<file path="src/rtl/rf_pkg.sv">
// Shared register-file geometry used by the writeback scheduler and its buffer.
package rf_pkg;
  localparam int REG_W    = 5;
  localparam int XLEN     = 32;
  localparam int NUM_REGS = 32;
  localparam logic [REG_W-1:0] REG_ZERO = '0;
endpackage

</file>
<file path="src/rtl/wb_hold_buf.sv">
// One-entry skid register holding a multi-cycle result that lost the
// register-file write port to the pipeline.
module wb_hold_buf
  import rf_pkg::*;
(
  input  logic             clk,
  input  logic             rst,
  input  logic             load,
  input  logic [REG_W-1:0] load_rd,
  input  logic [XLEN-1:0]  load_data,
  input  logic             drain,
  output logic             buf_valid,
  output logic [REG_W-1:0] buf_rd,
  output logic [XLEN-1:0]  buf_data
);

  // Capture on load, empty on drain; load and drain never coincide because the
  // scheduler refuses new results while the buffer is occupied.
  always_ff @(posedge clk) begin
    if (rst) begin
      buf_valid <= 1'b0;
      buf_rd    <= REG_ZERO;
      buf_data  <= '0;
    end else if (load) begin
      buf_valid <= 1'b1;
      buf_rd    <= load_rd;
      buf_data  <= load_data;
    end else if (drain) begin
      buf_valid <= 1'b0;
    end
  end

endmodule

</file>
<file path="src/rtl/reg_wb_scheduler.sv">
// Register-file write-port owner: arbitrates pipeline writeback against
// out-of-order multi-cycle results and tracks busy destinations for decode.
module reg_wb_scheduler
  import rf_pkg::*;
#(
  parameter int MAX_PENDING = 4,
  parameter int CNT_W       = 3
) (
  input  logic                clk,
  input  logic                rst,
  input  logic                en,
  input  logic                pipe_wen,
  input  logic [REG_W-1:0]    pipe_rd,
  input  logic [XLEN-1:0]     pipe_data,
  input  logic                issue_valid,
  input  logic [REG_W-1:0]    issue_rd,
  output logic                issue_ready,
  input  logic                mc_valid,
  input  logic [REG_W-1:0]    mc_rd,
  input  logic [XLEN-1:0]     mc_data,
  output logic                mc_ready,
  input  logic [REG_W-1:0]    chk_a,
  input  logic [REG_W-1:0]    chk_b,
  output logic                hazard_a,
  output logic                hazard_b,
  output logic                rf_w_en,
  output logic [REG_W-1:0]    rf_req_w,
  output logic [XLEN-1:0]     rf_data_w,
  output logic [NUM_REGS-1:0] busy_mask,
  output logic                err
);

  localparam logic [CNT_W-1:0] MAX_CNT = CNT_W'(MAX_PENDING);

  logic [NUM_REGS-1:0] busy;
  logic [CNT_W-1:0]    count;
  logic                buf_valid;
  logic [REG_W-1:0]    buf_rd;
  logic [XLEN-1:0]     buf_data;
  logic                mc_accept;
  logic                pipe_sel;
  logic                buf_sel;
  logic                mc_sel;
  logic                buf_load;
  logic                set_en;
  logic                clr_tracked;
  logic [REG_W-1:0]    clr_rd;
  logic                err_pipe;
  logic                err_mc;
  logic                err_under;

  wb_hold_buf u_hold_buf (
    .clk       (clk),
    .rst       (rst),
    .load      (buf_load),
    .load_rd   (mc_rd),
    .load_data (mc_data),
    .drain     (buf_sel),
    .buf_valid (buf_valid),
    .buf_rd    (buf_rd),
    .buf_data  (buf_data)
  );

  // Write-port arbitration: pipeline first, then a parked result, then a fresh
  // multi-cycle result; a reset cycle never writes so a parked result is dropped.
  always_comb begin
    mc_ready  = en && !buf_valid;
    mc_accept = mc_valid && mc_ready;
    pipe_sel  = en && !rst && pipe_wen && (pipe_rd != REG_ZERO);
    buf_sel   = en && !rst && !pipe_sel && buf_valid;
    mc_sel    = en && !rst && !pipe_sel && !buf_valid && mc_accept && (mc_rd != REG_ZERO);
    buf_load  = mc_accept && pipe_sel && (mc_rd != REG_ZERO);
    rf_w_en   = pipe_sel || buf_sel || mc_sel;
    rf_req_w  = REG_ZERO;
    rf_data_w = '0;
    if (pipe_sel) begin
      rf_req_w  = pipe_rd;
      rf_data_w = pipe_data;
    end else if (buf_sel) begin
      rf_req_w  = buf_rd;
      rf_data_w = buf_data;
    end else if (mc_sel) begin
      rf_req_w  = mc_rd;
      rf_data_w = mc_data;
    end
  end

  // Scoreboard queries: issue admission uses the busy state before this
  // cycle's clear, and protocol violations are only judged while running.
  always_comb begin
    issue_ready = en && !busy[issue_rd] && ((count < MAX_CNT) || (issue_rd == REG_ZERO));
    set_en      = issue_valid && issue_ready && (issue_rd != REG_ZERO);
    clr_rd      = buf_sel ? buf_rd : mc_rd;
    clr_tracked = (buf_sel || mc_sel) && busy[clr_rd];
    err_pipe    = pipe_sel && busy[pipe_rd];
    err_mc      = en && mc_valid && (mc_rd != REG_ZERO) && !busy[mc_rd];
    err_under   = clr_tracked && !set_en && (count == '0);
    hazard_a    = busy[chk_a];
    hazard_b    = busy[chk_b];
    busy_mask   = busy;
  end

  // Busy bits, pending count and the sticky error flag.
  always_ff @(posedge clk) begin
    if (rst) begin
      busy  <= '0;
      count <= '0;
      err   <= 1'b0;
    end else begin
      if (clr_tracked) busy[clr_rd] <= 1'b0;
      if (set_en) busy[issue_rd] <= 1'b1;
      if (set_en && !clr_tracked) begin
        count <= count + 1'b1;
      end else if (clr_tracked && !set_en && (count != '0)) begin
        count <= count - 1'b1;
      end
      if (err_pipe || err_mc || err_under) err <= 1'b1;
    end
  end

endmodule

</file>
<file path="config.mk">
export PLATFORM = sky130hd
export DESIGN_NAME = reg_wb_scheduler
export DESIGN_NICKNAME = d
export VERILOG_FILES = /design/src/rtl/rf_pkg.sv /design/src/rtl/wb_hold_buf.sv /design/src/rtl/reg_wb_scheduler.sv
export SDC_FILE = /design/constraint.sdc
export NUM_CORES = 1
export LEC_CHECK = 0
export CAP_MARGIN = 20
export CORE_ASPECT_RATIO = 0.7
export CORE_MARGIN = 1
export CORE_UTILIZATION = 45
export DETAILED_ROUTE_END_ITERATION = 8
export MAX_ROUTING_LAYER = met4
export PLACE_DENSITY = 0.77
export SLEW_MARGIN = 20
export SYNTH_ARGS = -nofsm -noshare
export SYNTH_HDL_FRONTEND = slang
export SYNTH_SLANG_ARGS = --single-unit
</file>
<file path="constraint.sdc">
create_clock -name clk -period 5.7 [get_ports clk]
set_input_delay 1.14 -clock clk [delete_from_list [all_inputs] [get_ports clk]]
set_output_delay 1.14 -clock clk [all_outputs]
set_load 0.01 [all_outputs]
</file>
Word level (Yosys, flattened, before mapping)
Index checks and enable logic that the tools add are counted.
W data, S select, Z words.
{"block": "classes", "addsub": 2, "order_cmp": 9, "n_mux": 30, "n_bitwise": 3, "reduce_logical": 48}
{"op": "$mux W32", "n": 6}
{"op": "$lt A5 B6 Y1 const B", "n": 6}
{"op": "$and A32 B32 Y32", "n": 1}
{"op": "$not A32 Y32", "n": 1}
{"op": "$or A32 B32 Y32", "n": 1}
{"op": "$bmux W1 S5", "n": 6}
{"op": "$logic_and A1 B1 Y1", "n": 27}
{"op": "$mux W5", "n": 4}
{"op": "$reduce_bool A5 Y1", "n": 3}
{"op": "$demux W1 S5", "n": 2}
{"op": "$ge A5 B1 Y1 const B", "n": 2}
{"op": "$mux W1", "n": 10}
{"op": "$logic_not A1 Y1", "n": 7}
{"op": "$logic_or A1 B1 Y1", "n": 6}
{"op": "$mux W3", "n": 2}
{"op": "$logic_not A5 Y1", "n": 1}
{"op": "$reduce_bool A2 Y1", "n": 2}
{"op": "$add A3 B1 Y3 const B", "n": 1}
{"op": "$logic_not A3 Y1", "n": 1}
{"op": "$lt A3 B3 Y1 const B", "n": 1}
{"op": "$reduce_bool A3 Y1", "n": 1}
{"op": "$sub A3 B1 Y3 const B", "n": 1}
{"block": "word_totals", "regBits": 74, "in_bits": 95, "out_inout_bits": 75, "wordCells": 98}

Logic depth before layout (Yosys ltp)
{"block": "logic_depth", "depth_word": 18, "mapped_depth": 15, "ltp_nobuf": 11}

By module
A second synthesis with hierarchy kept.
{"block": "hier_totals", "hier_cells": 630, "hier_area_um2": 5734.2}
{"module": "reg_wb_scheduler", "n_inst": 1, "cells_each": 507, "area_each_um2": 4372.9, "seq_area_each_um2": 720.7}
{"module": "wb_hold_buf", "n_inst": 1, "cells_each": 123, "area_each_um2": 1361.3, "seq_area_each_um2": 760.7}

Least setup slack after synthesis
Ideal clock, no wire load.
{"block": "synth_path", "kind": "input-to-reg", "from": "input issue_rd[1]", "to": "register count[2]", "setup_time_ps": 121, "arrival_ps": 4337, "required_time_ps": 5579, "setup_slack_ps": 1242, "path_stages": 12, "path_buffers": 2, "path_cell_list": "clkbuf_1 > buf_2 > mux4_2 > nand3b_1 > nand4b_1 > a22oi_1 > o311a_1 > nand2_1 > fa_1 > or3_1 > mux2i_1 > mux2_2"}
{"block": "synth_between", "elab_chain_len": 11, "word_cells_on_any_way": 16, "classes_between": "mux (3); reduce/logical (13)"}
{"element": "start: declaration", "line": "reg_wb_scheduler.sv:16", "source": "input logic [REG_W-1:0] issue_rd,"}
{"element": "$bmux W1 S5", "line": "reg_wb_scheduler.sv:91", "source": "issue_ready = en && !busy[issue_rd] && ((count < MAX_CNT) || (issue_rd == REG_ZERO));"}
{"element": "$mux W1 (not written as such)", "line": "reg_wb_scheduler.sv:91"}
{"element": "$logic_not A1 Y1", "line": "reg_wb_scheduler.sv:91"}
{"element": "$logic_and A1 B1 Y1", "line": "reg_wb_scheduler.sv:91"}
{"element": "$logic_and A1 B1 Y1 (*)", "line": "reg_wb_scheduler.sv:91"}
{"element": "named net issue_ready", "line": "reg_wb_scheduler.sv:17", "source": "output logic issue_ready,"}
{"element": "$logic_and A1 B1 Y1 (*) (2 in a row)", "line": "reg_wb_scheduler.sv:92", "source": "set_en = issue_valid && issue_ready && (issue_rd != REG_ZERO);"}
{"element": "$logic_not A1 Y1", "line": "reg_wb_scheduler.sv:114", "source": "end else if (clr_tracked && !set_en && (count != '0)) begin"}
{"element": "$logic_and A1 B1 Y1 (2 in a row)", "line": "reg_wb_scheduler.sv:114"}
{"element": "$reduce_bool A2 Y1 (no line)"}
{"element": "end signal: assignment", "line": "reg_wb_scheduler.sv:113", "source": "count <= count + 1'b1;"}
{"element": "end signal: assignment", "line": "reg_wb_scheduler.sv:115", "source": "count <= count - 1'b1;"}
{"element": "end: declaration", "line": "reg_wb_scheduler.sv:36", "source": "logic [CNT_W-1:0] count;"}
Mark *: on every way through the listed nets, which the timed path passes. The rest lies on a longest branch. The select of a mux whose other input is x is not followed.
A chain may end at the register's enable or synchronous reset.

Final worst setup path
{"block": "layout_path", "from": "input pipe_rd[0]", "to": "output rf_req_w[1]"}
{"block": "layout_between", "elab_chain_len": 10, "word_cells_on_any_way": 11, "classes_between": "mux (3); reduce/logical (8)"}
{"element": "start: declaration", "line": "reg_wb_scheduler.sv:13", "source": "input logic [REG_W-1:0] pipe_rd,"}
{"element": "$reduce_bool A5 Y1 (*)", "line": "reg_wb_scheduler.sv:69", "source": "pipe_sel = en && !rst && pipe_wen && (pipe_rd != REG_ZERO);"}
{"element": "$logic_and A1 B1 Y1 (*)", "line": "reg_wb_scheduler.sv:69"}
{"element": "$logic_not A1 Y1", "line": "reg_wb_scheduler.sv:70, reg_wb_scheduler.sv:71"}
{"element": "$logic_and A1 B1 Y1", "line": "reg_wb_scheduler.sv:70, reg_wb_scheduler.sv:71"}
{"element": "$logic_and A1 B1 Y1 (3 in a row)", "line": "reg_wb_scheduler.sv:71", "source": "mc_sel = en && !rst && !pipe_sel && !buf_valid && mc_accept && (mc_rd != REG_ZERO);"}
{"element": "$mux W5", "line": "reg_wb_scheduler.sv:82", "source": "end else if (mc_sel) begin"}
{"element": "$mux W5", "line": "reg_wb_scheduler.sv:79", "source": "end else if (buf_sel) begin"}
{"element": "$mux W5 (*)", "line": "reg_wb_scheduler.sv:76", "source": "if (pipe_sel) begin"}
{"element": "end: declaration", "line": "reg_wb_scheduler.sv:27", "source": "output logic [REG_W-1:0] rf_req_w,"}
Mark *: on every way between the ends. The rest lies on a longest branch, timed or not.

==> out/summary.md <==
- detailed-route vias per instance: 6.61
- placer congestion estimate: 0.987
- most numerous cell types in the synthesized netlist: sky130_fd_sc_hd__nand2_1, sky130_fd_sc_hd__dfxtp_1, sky130_fd_sc_hd__mux4_2
- Final Skew: 7.52 ps
- standard cell with the maximum stage delay on the critical path: sky130_fd_sc_hd__clkdlybuf4s50_1
- area of placed instances: 0.00756 mm²
- maximum vdd drop: 0.148 mV
- final setup slack of the worst path: 539 ps
- number of enable flip-flop cells after synthesis: 0
- Min-Delay Path Class: reg2reg
- setup fix buffers added after clock tree synthesis: 0
- most frequently used cell type in the post-synthesis netlist: sky130_fd_sc_hd__nand2_1
- area growth from synthesis to final layout: 35.5%
- global route total overflow: 0
- Max Transition Viols Final: 0
- die outline height: 97.1 µm
- DRC violations left: 0
- starting density of the core: 0.464
- Post-synth ARST share: 0
- dominant cell type by area after synthesis: sky130_fd_sc_hd__dfxtp_1
- standby leakage power: 2.80 nW
- critical path launch point type: input pin
- total of warnings raised by yosys: 0
- total number of vias: 6,333
- CTS clk-pin slew, worst paths: 50 ps
- critical path, cell by cell: clkdlybuf4s50_1 > nor4b_4 > a21oi_4 > buf_4 > mux2i_1 > o21ai_0 > clkdlybuf4s50_1
- gr usage total: 0.346
- Data arrival, critical path: 4020 ps
- area of the mapped netlist: 0.00581 mm²
- final non-filler cell area: 0.00787 mm²
- post-synthesis sequential element count: 74
- Antenna Nets Post-Route: 0
- Synth Net Count: 754
- hold buffer count at CTS: 0
- number of search-and-repair iterations in the first detailed-routing pass: 9
- portion of total power attributed to the clock network: 0.376
- ratio of cells with drive above 1 in the final layout: 0.133
- number of clock sinks seen by CTS: 74
- combinational share of power: 0.231
- final setup violation count: 0
- DR iter-0 viols: 800
- delay of the slowest critical-path stage: 830 ps
- Port Buffer Count: 169
- Floorplan Core Area: 0.0125 mm²
- switching power of the nets: 0.000436 W
- kind of critical path: in2out
- Tmin final: 5160 ps
- number of hold violations in the final report: 0
- first-pass GRT wire length: 34.1 mm
- normalized max-slew margin: 0.391
- proportion of synthesized chip area in sequential cells: 0.255
- Switching Share: 0.284
- count of mapped cells out of synthesis: 658
- outcome: completed
- root buf cell: sky130_fd_sc_hd__clkbuf_16
- top area cells in the synthesized netlist: sky130_fd_sc_hd__dfxtp_1, sky130_fd_sc_hd__mux4_2, sky130_fd_sc_hd__nand2_1
- Required @ worst endpoint: 4560 ps
- Bufs on Longest Clock Path: 2
- slew at the pin with the worst max-slew slack: 906 ps
- element type at the critical path end: primary output
- Total Die Area: 0.0134 mm²
- max_cap viols: 0
- unrepaired setup endpoints after global routing: false
- cell count after placement: 942
- standard-cell row count: 34
- portion of total power attributed to sequential cells: 0.393
- clock tree from TritonCTS: yes
- half-perimeter wire length after placement: 15.8 mm
- Int Pwr: 0.00110 W
- Clock Latency Late Sink: 340 ps
- total wirelength of the detailed-routed design: 22.0 mm
- post-synthesis cell type count: 59
- pin count of the biggest net entering global routing: 61
- Avg WL per Cell: 23.0 µm
- count of non-filler cells in the finished layout: 958
- setup tns final: 0 ps
- post-cts sizing count: 0
- horizontal die dimension: 138 µm
- final layout net count: 887
- Power Dens Cells: 195 mW/mm²
- largest fanout of any net on the critical path: 12
- maximum operating frequency: 194 MHz
- number of antenna violations at the first check in global routing: 0
- Crit path max-delay family: buffers and inverters
- share of Yosys cell area claimed by the top area cell type: 0.255
- Syn Area/Cell: 8.83 µm²
- post-route fraction of the period consumed by the critical path: 0.906
- most common flop cell mapped by yosys: sky130_fd_sc_hd__dfxtp_1
- Buffers & Inverters on Critical Path: 3
- number of clock buffers inserted by TritonCTS: 9
- most common cell type on the critical path: sky130_fd_sc_hd__clkdlybuf4s50_1
- number of global-route vias before repair: 6,106
- worst slack, placed: 507 ps
- top-level I/O count: 170
- H-tree levels: 3
- antenna cells: 0
## layout make-up
cell class	count	area [µm²]
fillers	1056	4640
multi-input cells	487	3950
repair buffers	184	1800
flip-flops and latches	74	1480
clock buffers	11	253
well taps	162	203
inverters	35	131
clock inverters	5	52.6
## registers in the layout, indices dropped and copies added, names as in the netlist
signal,cells
busy_mask,32
count,3
err,1
u_hold_buf.buf_data,32
u_hold_buf.buf_rd,5
u_hold_buf.buf_valid,1
## worst paths after layout
| kind | depth (start not counted) | slack [ps] | end | startpoint |
|---|---|---|---|---|
| max | 7 | 540 | rf_req_w[1] | pipe_rd[0] |
| min | 2 | 460 | u_hold_buf.buf_data[20] | u_hold_buf.buf_data[20] |
| max reg2reg | 10 | 1750 | busy_mask[5] | u_hold_buf.buf_valid |
| min reg2reg | 2 | 460 | u_hold_buf.buf_data[20] | u_hold_buf.buf_data[20] |
## per-stage QoR
| step | hold slack [ps] | total power [W] | utilization |
|---|---|---|---|
| final | 461 | 0.00154 | 0.629 |
| after global routing | 480 | 0.00159 | 0.629 |
| after CTS | 461 | 0.00153 | 0.629 |
| after detailed placement | 452 | 0.000960 | 0.604 |
| after global placement | 442 | 0.000951 | 0.604 |
| after floorplan | 436 | 0.000764 | - |
## per-layer routing
layer  track usage  wire (µm)  vias up
li1              -          -     2798
met2         0.482       9670      395
met4         0.127        586        0
met1         0.486       9200     3086
met3        0.0809       2550       54
met5             -          0        -
## placed cells by master (no fill, tap or decap), types with 3 or more instances in the layout
cell type	synthesis	routed
sky130_fd_sc_hd__clkdlybuf4s50_1	0	168
sky130_fd_sc_hd__nand2_1	123	123
sky130_fd_sc_hd__dfxtp_1	74	74
sky130_fd_sc_hd__mux4_2	50	50
sky130_fd_sc_hd__a21oi_1	48	48
sky130_fd_sc_hd__o21ai_0	36	36
sky130_fd_sc_hd__inv_1	35	35
sky130_fd_sc_hd__a222oi_1	32	32
sky130_fd_sc_hd__a32oi_1	28	28
sky130_fd_sc_hd__mux2i_1	26	26
sky130_fd_sc_hd__nor2_1	17	17
sky130_fd_sc_hd__buf_4	2	15
sky130_fd_sc_hd__nor2b_1	12	12
sky130_fd_sc_hd__nor3_1	12	11
sky130_fd_sc_hd__mux2_2	10	10
sky130_fd_sc_hd__clkbuf_16	0	9
sky130_fd_sc_hd__nand3_1	8	8
sky130_fd_sc_hd__nand2b_1	6	6
sky130_fd_sc_hd__a22oi_1	5	5
sky130_fd_sc_hd__a31oi_1	5	5
sky130_fd_sc_hd__nor3_2	4	5
sky130_fd_sc_hd__or3_1	5	4
sky130_fd_sc_hd__nor3b_1	5	4
sky130_fd_sc_hd__nand4b_1	4	4
sky130_fd_sc_hd__a211oi_1	4	4
sky130_fd_sc_hd__o2bb2a_1	4	4
sky130_fd_sc_hd__and3_1	4	3
sky130_fd_sc_hd__nand3b_1	3	3
sky130_fd_sc_hd__clkinv_2	0	3
## power by group through the flow
stage	combinational [W]	clock [W]	sequential [W]
2_1_floorplan	0.000180	0	0.000584
3_3_place_gp	0.000343	0	0.000608
3_5_place_dp	0.000349	0	0.000610
4_1_cts	0.000352	0.000583	0.000599
5_1_grt	0.000379	0.000607	0.000605
6_report	0.000355	0.000577	0.000604
## worst min-delay path, delay by kind of cell, from the launching register on
family             cells  cell delay [ps]
DFF                    1              310
and+or+nand+nor        1               50
AOI/OAI and AO/OA      1               50
## logic make-up after synthesis
logic type,Yosys count,share of synthesized area
AOI/OAI and AO/OA,180,0.222
xor gates and xnor gates,1,0.00151
adders and majority gates,1,0.00345
buffers and inverters,97,0.0672
DFF,74,0.255
muxes,90,0.267
and+or+nand+nor,215,0.184
(Power assumes the default switching activity.)
